[src/rtl/axi_pkg.sv]
`default_nettype none
`timescale 1ns/1ps
//============================================================================
// Module   : axi_pkg
// Purpose  : Shared AXI crossbar definitions: channel widths, address-region
//            bases, slave-select and write-router state encodings.
// Revision : 1.0  initial release
//============================================================================
package axi_pkg;

    localparam int AXI_ID_BITS    = 4;
    localparam int AXI_IDS_BITS   = 8;
    localparam int AXI_ADDR_BITS  = 32;
    localparam int AXI_LEN_BITS   = 4;
    localparam int AXI_SIZE_BITS  = 3;
    localparam int AXI_BURST_BITS = 2;
    localparam int AXI_DATA_BITS  = 32;
    localparam int AXI_STRB_BITS  = 4;

    // addr[31:16] values of the two mapped regions
    localparam logic [15:0] REGION_S0_BASE = 16'h0000;
    localparam logic [15:0] REGION_S1_BASE = 16'h0001;

    typedef enum logic [1:0] {
        SEL_S0 = 2'd0,
        SEL_S1 = 2'd1,
        SEL_SD = 2'd2
    } slave_sel_e;

    typedef enum logic [1:0] {
        IDLE   = 2'd0,
        AW_FWD = 2'd1,
        W_FWD  = 2'd2
    } router_state_e;

endpackage
`default_nettype wire

[src/rtl/axi_addr_decoder.sv]
`default_nettype none
`timescale 1ns/1ps
//============================================================================
// Module   : axi_addr_decoder
// Purpose  : Combinational address decode to S0, S1 or the decode-error
//            slave SD, keyed on addr[31:16]. Shared by read and write paths.
// Ports    : addr (in, 32)  - transaction address
//            sel  (out)     - slave select
// Revision : 1.0  initial release
//============================================================================
module axi_addr_decoder
    import axi_pkg::*;
#(
    parameter logic [15:0] S0_BASE = REGION_S0_BASE,
    parameter logic [15:0] S1_BASE = REGION_S1_BASE
) (
    input  logic [AXI_ADDR_BITS-1:0] addr,
    output slave_sel_e               sel
);

    // Low address bits do not take part in region decode
    logic w_unused_low;
    assign w_unused_low = ^addr[15:0];

    always_comb begin
        sel = SEL_SD;
        if (addr[31:16] == S0_BASE) begin
            sel = SEL_S0;
        end else if (addr[31:16] == S1_BASE) begin
            sel = SEL_S1;
        end
    end

endmodule
`default_nettype wire

[src/rtl/axi_write_router.sv]
`default_nettype none
`timescale 1ns/1ps
//============================================================================
// Module   : axi_write_router
// Purpose  : Takes one arbitrated AW, decodes it to S0/S1/SD, registers it
//            onto the selected slave AW port, then steers the owning
//            master's W beats to that slave until the burst completes.
//            One write burst in flight at a time.
// Ports    : clk, rst (async, active-high)
//            I_*       - arbitrated AW in, I_Ready back to arbiter
//            M0_W*/M1_W* - W channel from masters 0/1
//            S0_*/S1_*/SD_* - AW and W channels to slaves
//            err_wlast - sticky: master WLAST disagreed with beat count
// Revision : 1.0  initial release
//============================================================================
module axi_write_router
    import axi_pkg::*;
#(
    parameter logic [15:0] S0_BASE = REGION_S0_BASE,
    parameter logic [15:0] S1_BASE = REGION_S1_BASE,
    parameter int          IDS_W   = AXI_IDS_BITS
) (
    input  logic                      clk,
    input  logic                      rst,
    input  logic [IDS_W-1:0]          I_IDS,
    input  logic [AXI_ADDR_BITS-1:0]  I_Addr,
    input  logic [AXI_LEN_BITS-1:0]   I_Len,
    input  logic [AXI_SIZE_BITS-1:0]  I_Size,
    input  logic [AXI_BURST_BITS-1:0] I_Burst,
    input  logic                      I_Valid,
    output logic                      I_Ready,
    input  logic [AXI_DATA_BITS-1:0]  M0_WDATA,
    input  logic [AXI_STRB_BITS-1:0]  M0_WSTRB,
    input  logic                      M0_WLAST,
    input  logic                      M0_WVALID,
    output logic                      M0_WREADY,
    input  logic [AXI_DATA_BITS-1:0]  M1_WDATA,
    input  logic [AXI_STRB_BITS-1:0]  M1_WSTRB,
    input  logic                      M1_WLAST,
    input  logic                      M1_WVALID,
    output logic                      M1_WREADY,
    output logic [IDS_W-1:0]          S0_AWID,
    output logic [AXI_ADDR_BITS-1:0]  S0_AWADDR,
    output logic [AXI_LEN_BITS-1:0]   S0_AWLEN,
    output logic [AXI_SIZE_BITS-1:0]  S0_AWSIZE,
    output logic [AXI_BURST_BITS-1:0] S0_AWBURST,
    output logic                      S0_AWVALID,
    input  logic                      S0_AWREADY,
    output logic [AXI_DATA_BITS-1:0]  S0_WDATA,
    output logic [AXI_STRB_BITS-1:0]  S0_WSTRB,
    output logic                      S0_WLAST,
    output logic                      S0_WVALID,
    input  logic                      S0_WREADY,
    output logic [IDS_W-1:0]          S1_AWID,
    output logic [AXI_ADDR_BITS-1:0]  S1_AWADDR,
    output logic [AXI_LEN_BITS-1:0]   S1_AWLEN,
    output logic [AXI_SIZE_BITS-1:0]  S1_AWSIZE,
    output logic [AXI_BURST_BITS-1:0] S1_AWBURST,
    output logic                      S1_AWVALID,
    input  logic                      S1_AWREADY,
    output logic [AXI_DATA_BITS-1:0]  S1_WDATA,
    output logic [AXI_STRB_BITS-1:0]  S1_WSTRB,
    output logic                      S1_WLAST,
    output logic                      S1_WVALID,
    input  logic                      S1_WREADY,
    output logic [IDS_W-1:0]          SD_AWID,
    output logic [AXI_ADDR_BITS-1:0]  SD_AWADDR,
    output logic [AXI_LEN_BITS-1:0]   SD_AWLEN,
    output logic [AXI_SIZE_BITS-1:0]  SD_AWSIZE,
    output logic [AXI_BURST_BITS-1:0] SD_AWBURST,
    output logic                      SD_AWVALID,
    input  logic                      SD_AWREADY,
    output logic [AXI_DATA_BITS-1:0]  SD_WDATA,
    output logic [AXI_STRB_BITS-1:0]  SD_WSTRB,
    output logic                      SD_WLAST,
    output logic                      SD_WVALID,
    input  logic                      SD_WREADY,
    output logic                      err_wlast
);

    router_state_e              r_state;
    router_state_e              w_state_nxt;
    slave_sel_e                 r_sel;
    slave_sel_e                 w_dec_sel;
    logic [IDS_W-1:0]           r_ids;
    logic [AXI_ADDR_BITS-1:0]   r_addr;
    logic [AXI_LEN_BITS-1:0]    r_len;
    logic [AXI_SIZE_BITS-1:0]   r_size;
    logic [AXI_BURST_BITS-1:0]  r_burst;
    logic                       r_master;
    logic [AXI_LEN_BITS-1:0]    r_beat_cnt;
    logic                       r_err_wlast;

    logic [AXI_DATA_BITS-1:0]   w_m_wdata;
    logic [AXI_STRB_BITS-1:0]   w_m_wstrb;
    logic                       w_m_wlast;
    logic                       w_m_wvalid;
    logic                       w_sel_awready;
    logic                       w_sel_wready;
    logic                       w_last_beat;
    logic                       w_aw_take;
    logic                       w_aw_hs;
    logic                       w_w_hs;

    axi_addr_decoder #(
        .S0_BASE (S0_BASE),
        .S1_BASE (S1_BASE)
    ) u_dec (
        .addr (I_Addr),
        .sel  (w_dec_sel)
    );

    assign w_m_wdata   = r_master ? M1_WDATA  : M0_WDATA;
    assign w_m_wstrb   = r_master ? M1_WSTRB  : M0_WSTRB;
    assign w_m_wlast   = r_master ? M1_WLAST  : M0_WLAST;
    assign w_m_wvalid  = r_master ? M1_WVALID : M0_WVALID;
    assign w_last_beat = (r_beat_cnt == r_len);

    always_comb begin
        case (r_sel)
            SEL_S0:  begin w_sel_awready = S0_AWREADY; w_sel_wready = S0_WREADY; end
            SEL_S1:  begin w_sel_awready = S1_AWREADY; w_sel_wready = S1_WREADY; end
            default: begin w_sel_awready = SD_AWREADY; w_sel_wready = SD_WREADY; end
        endcase
    end

    // The async reset forces IDLE, which would otherwise raise I_Ready while
    // rst is still asserted; gate it so nothing handshakes during reset.
    assign I_Ready   = (r_state == IDLE) && !rst;
    assign w_aw_take = (r_state == IDLE) && I_Valid;
    assign w_aw_hs   = (r_state == AW_FWD) && w_sel_awready;
    assign w_w_hs    = (r_state == W_FWD) && w_m_wvalid && w_sel_wready;
    assign err_wlast = r_err_wlast;

    always_ff @(posedge clk or posedge rst) begin
        if (rst) begin
            r_state <= IDLE;
        end else begin
            r_state <= w_state_nxt;
        end
    end

    // Next state and all slave/master-facing outputs. Non-selected slaves
    // and the non-owning master see zeros throughout.
    always_comb begin
        w_state_nxt = r_state;
        M0_WREADY  = 1'b0;  M1_WREADY  = 1'b0;
        S0_AWID    = '0;    S0_AWADDR  = '0;  S0_AWLEN = '0;  S0_AWSIZE = '0;
        S0_AWBURST = '0;    S0_AWVALID = 1'b0;
        S0_WDATA   = '0;    S0_WSTRB   = '0;  S0_WLAST = 1'b0; S0_WVALID = 1'b0;
        S1_AWID    = '0;    S1_AWADDR  = '0;  S1_AWLEN = '0;  S1_AWSIZE = '0;
        S1_AWBURST = '0;    S1_AWVALID = 1'b0;
        S1_WDATA   = '0;    S1_WSTRB   = '0;  S1_WLAST = 1'b0; S1_WVALID = 1'b0;
        SD_AWID    = '0;    SD_AWADDR  = '0;  SD_AWLEN = '0;  SD_AWSIZE = '0;
        SD_AWBURST = '0;    SD_AWVALID = 1'b0;
        SD_WDATA   = '0;    SD_WSTRB   = '0;  SD_WLAST = 1'b0; SD_WVALID = 1'b0;

        case (r_state)
            IDLE: begin
                if (I_Valid) begin
                    w_state_nxt = AW_FWD;
                end
            end
            AW_FWD: begin
                // AW payload comes only from registers: no I_* to Sx path
                case (r_sel)
                    SEL_S0: begin
                        S0_AWVALID = 1'b1; S0_AWID = r_ids; S0_AWADDR = r_addr;
                        S0_AWLEN = r_len; S0_AWSIZE = r_size; S0_AWBURST = r_burst;
                    end
                    SEL_S1: begin
                        S1_AWVALID = 1'b1; S1_AWID = r_ids; S1_AWADDR = r_addr;
                        S1_AWLEN = r_len; S1_AWSIZE = r_size; S1_AWBURST = r_burst;
                    end
                    default: begin
                        SD_AWVALID = 1'b1; SD_AWID = r_ids; SD_AWADDR = r_addr;
                        SD_AWLEN = r_len; SD_AWSIZE = r_size; SD_AWBURST = r_burst;
                    end
                endcase
                if (w_aw_hs) begin
                    w_state_nxt = W_FWD;
                end
            end
            W_FWD: begin
                // WLAST comes from our own beat count, not the master's
                case (r_sel)
                    SEL_S0: begin
                        S0_WVALID = w_m_wvalid; S0_WDATA = w_m_wdata;
                        S0_WSTRB = w_m_wstrb; S0_WLAST = w_last_beat;
                    end
                    SEL_S1: begin
                        S1_WVALID = w_m_wvalid; S1_WDATA = w_m_wdata;
                        S1_WSTRB = w_m_wstrb; S1_WLAST = w_last_beat;
                    end
                    default: begin
                        SD_WVALID = w_m_wvalid; SD_WDATA = w_m_wdata;
                        SD_WSTRB = w_m_wstrb; SD_WLAST = w_last_beat;
                    end
                endcase
                if (r_master) begin
                    M1_WREADY = w_sel_wready;
                end else begin
                    M0_WREADY = w_sel_wready;
                end
                if (w_w_hs && w_last_beat) begin
                    w_state_nxt = IDLE;
                end
            end
            default: begin
                w_state_nxt = IDLE;
            end
        endcase
    end

    always_ff @(posedge clk or posedge rst) begin
        if (rst) begin
            r_sel       <= SEL_S0;
            r_ids       <= '0;
            r_addr      <= '0;
            r_len       <= '0;
            r_size      <= '0;
            r_burst     <= '0;
            r_master    <= 1'b0;
            r_beat_cnt  <= '0;
            r_err_wlast <= 1'b0;
        end else begin
            if (w_aw_take) begin
                r_ids    <= I_IDS;
                r_addr   <= I_Addr;
                r_len    <= I_Len;
                r_size   <= I_Size;
                r_burst  <= I_Burst;
                // Only bit 0 of the master field matters: values >1 map to master 1
                r_master <= I_IDS[IDS_W-AXI_ID_BITS];
                r_sel    <= w_dec_sel;
            end
            if (w_aw_hs) begin
                r_beat_cnt <= '0;
            end
            if (w_w_hs) begin
                if (!w_last_beat) begin
                    r_beat_cnt <= r_beat_cnt + 4'd1;
                end
                if (w_m_wlast != w_last_beat) begin
                    r_err_wlast <= 1'b1;
                end
            end
        end
    end

endmodule
`default_nettype wire

[config.mk]
export PLATFORM = sky130hd
export DESIGN_NAME = axi_write_router
export DESIGN_NICKNAME = d
export VERILOG_FILES = /design/src/rtl/axi_pkg.sv /design/src/rtl/axi_addr_decoder.sv /design/src/rtl/axi_write_router.sv
export SDC_FILE = /design/constraint.sdc
export NUM_CORES = 1
export LEC_CHECK = 0
export BUFFER_PORTS_ARGS = -buffer_cell sky130_fd_sc_hd__buf_2
export CAP_MARGIN = 15
export CORE_AREA = 4 4 153 155
export DETAILED_ROUTE_END_ITERATION = 8
export DIE_AREA = 0 0 157 159
export SKIP_CTS_REPAIR_TIMING = 1
export SKIP_LAST_GASP = 1
export SYNTH_ARGS = -nofsm -noshare
export SYNTH_HDL_FRONTEND = slang
export SYNTH_HIERARCHICAL = 1
export SYNTH_SLANG_ARGS = --single-unit
[constraint.sdc]
create_clock -name clk -period 2.6 [get_ports clk]
set_input_delay 0.13 -clock clk [delete_from_list [all_inputs] [get_ports clk]]
set_output_delay 0.13 -clock clk [all_outputs]
set_load 0.005 [all_outputs]
==> flow_metrics.env <==
export IMPL_h_tree_depth=3
export IMPL_synth_cell_types=38
export IMPL_cp_start_kind="flip-flop"
export IMPL_netlist_instances=504
export IMPL_core_um2=21800
export IMPL_min_path_type="in -> reg"
export IMPL_setup_tns_ns=0
export IMPL_p_seq_share_pct=31.9
export IMPL_min_period_ns=2.31
export IMPL_synth_flop_cell="dfrtp_1"
export IMPL_drt_first_pass_iters=4
export IMPL_yosysSeqAreaShare_pct=33.5
export IMPL_worstPathArrival_ns=2.18
export IMPL_pwr_density_cell_nw_per_um2=807
export IMPL_gp_congestion=0.774
export IMPL_finalSetupViolations=0
export IMPL_grt_antenna_before_repair=4
export IMPL_ys_top_cells_by_count="and2_1, nor2_1, dfrtp_1, mux2_2, mux2i_1"
export IMPL_grt_pass1_vias=4943
export IMPL_rows=54
export IMPL_via_per_inst=4.22
export IMPL_cts_max_path_buffers=2
export IMPL_crit_chain="inv_1, nand2_1, nor2_4, buf_4, and2_1, buf_2"
export IMPL_dr_wl_met2_um=10800
export IMPL_rsz0062_at_grt="false"
export IMPL_worst_slew_pin_slew_ns=0.694
export IMPL_wl_met1_um=7120
export IMPL_routedWlPerCell_um=17.4
export IMPL_slew_headroom_pct=52.4
export IMPL_power_mw=5.67
export IMPL_final_net_count=1030
export IMPL_synth_most_common_cell="and2_1"
export IMPL_vias=4982
export IMPL_post_synth_top_area_cell="dfrtp_1"
export IMPL_crit_path_end="S1_AWADDR[1]"
export IMPL_cts_sinks=58
export IMPL_synth_warnings=6
export IMPL_cts_tree="done"
export IMPL_grt_ovfl_total=0
export IMPL_switching_power_mw=2.15
export IMPL_grt_max_degree=46
export IMPL_p_int_mw=3.52
export IMPL_final_max_slew_viol_count=0
export IMPL_drc=0
export IMPL_path_delay_family="simple AND/OR/NAND/NOR gates"
export IMPL_dp_hpwl_um=17200
export IMPL_hold_viol_final=0
export IMPL_cap_violations=0
export IMPL_drtIter0Drc=206
export IMPL_synth_top_area_share_pct=33.5
export IMPL_cp_slowest_cell="nor2_4"
export IMPL_path_max_fanout=27
export IMPL_die_area_um2=25000
export IMPL_pwr_share_comb_pct=45.0
export IMPL_cp_end_kind="output pin"
export IMPL_initial_core_util_pct=19.8
export IMPL_r2r_cells=4
export IMPL_fin_util_pct=32.2
export IMPL_synth_nets=639
export IMPL_async_flop_share_pct=100
export IMPL_synth_edf_count=0
export IMPL_wirelength_um=20500
export IMPL_postLayoutCellArea_um2=7030
export IMPL_ys_seq_elements=58
export IMPL_syn_cell_area_um2=4330
export IMPL_switching_share_pct=37.9
export IMPL_p_clk_share_pct=23.1
export IMPL_cpPeakStageDelay_ns=0.53
export IMPL_top_layer="met5"
export IMPL_reg2reg_to="r_beat_cnt[2]"
export IMPL_r2r_setup_slack_ns=0.66
export IMPL_hold_ws_ns=0.0402
export IMPL_cp_depth=6
export IMPL_reg2reg_from="r_state[0]"
export IMPL_die_w_um=157
export IMPL_fmax_mhz=433
export IMPL_io_pins=402
export IMPL_die_h_um=159
export IMPL_synth_area_leaders="dfrtp_1, and2_1, mux2_2"
export IMPL_clock_skew_ns=0.00523
export IMPL_numCtsBuffers=9
export IMPL_cp_num_buf_inv=3
export IMPL_p_leak_nw=4.09
export IMPL_vdd_drop_max_v=0.000388
export IMPL_path_clk_slew_ns=0.05
export IMPL_synthToLayoutAreaGrowth_pct=62.3
export IMPL_crit_required_ns=2.47
export IMPL_dr_wl_met3_um=2100
export IMPL_placed_area_um2=6680
export IMPL_clockRootBuffer="clkbuf_16"
export IMPL_min_from="I_Len[1]"
export IMPL_status="finished clean"
export IMPL_synth_avg_cell_area_um2=8.59
export IMPL_grt_usage_pct=15.6
export IMPL_portBuffers=401
export IMPL_drive_above_1_share_pct=55.1
export IMPL_ant_nets=0
export IMPL_cp_startpoint="r_state[1]"
export IMPL_worst_setup_path_type="reg -> out"
export IMPL_grt_first_pass_wirelength_um=30000
export IMPL_final_period_utilization_pct=88.8
export IMPL_insertion_delay_ns=0.32
-- per-stage QoR --
stage          std cells  worst slack [ns]
4_1_cts             1179             0.246
3_3_place_gp        1163             0.669
2_1_floorplan        504              1.04
6_report            1181             0.292
5_1_grt             1181            0.0384
3_5_place_dp        1163             0.609
-- final cells by class --
type | count | area, um^2
fillers | 2343 | 14800
repair buffers | 419 | 2170
well taps | 280 | 350
diodes | 1 | 2.50
flip-flops and latches | 58 | 1450
inverters | 4 | 15.0
multi-input cells | 403 | 2710
clock inverters | 4 | 73.8
clock buffers | 12 | 256
-- logic make-up (layout without fill, tap and decap cells) --
family                   after synthesis  count (layout)  share of synthesized area [%]
AND/OR/NAND/NOR                      293             293                           35.4
adder cells (fa/ha/maj)                1               1                          0.289
other                                  0               1                              0
multiplexers                          92              92                           23.0
AO/OA/AOI/OAI                         12              12                           2.43
XOR/XNOR                               5               5                           1.01
buffers and inverters                 43             439                           4.36
flip-flops                            58              58                           33.5
-- registers in the layout, summed over array words and instances (netlist names) --
signal,flops
r_ids,8
r_size,3
r_sel,2
r_beat_cnt,4
r_state,2
r_addr,32
r_burst,2
err_wlast,1
r_len,4
-- placed cells by master (no fill, tap or decap), drive strengths merged --
cell type	netlist	layout
buf	21	418
and2	145	145
nor2	117	117
dfrtp	58	58
mux2	54	54
mux2i	38	38
clkbuf	18	12
nand2	7	7
xnor2	5	5
nor3	5	5
inv	4	4
nor4	4	4
nand2b	3	3
o21ai	3	3
and3	2	2
or4	2	2
nand3	2	2
bufinv	0	2
o2111ai	2	2
and4	2	2
clkinv	0	2
diode	0	1
nor3b	1	1
nand4	1	1
nor2b	1	1
a31o	1	1
or3	1	1
o21a	1	1
a22o	1	1
o31ai	1	1
a21boi	1	1
o211ai	1	1
o21bai	1	1
ha	1	1
dlygate4sd3	0	1
-- how the worst min path moves through the flow --
stage                 end  slack, ns  cells past startpoint
2_1_floorplan    r_ids[4]       0.25                      2
3_3_place_gp   r_state[1]       0.22                      2
3_5_place_dp   r_state[1]       0.23                      2
4_1_cts        r_state[1]      -0.12                      2
5_1_grt         r_addr[6]       0.02                      2
6_report         r_len[1]       0.04                      2
-- power groups by stage --
stage	sequential (mW)	combinational, mW	clock (mW)
finish	1.81	2.55	1.31
global placement	1.82	2.59	0
floorplan	1.59	1.65	0
CTS	1.82	2.62	1.35
detailed placement	1.81	2.63	0
global route	1.90	2.81	1.40
-- routing by layer --
layer,global-route usage [%],vias to the layer above
met1,16.2,2269
met5,0,-
met2,29.5,259
li1,-,2419
met4,4.81,6
met3,4.62,29
Power figures use the tool's default switching activity.
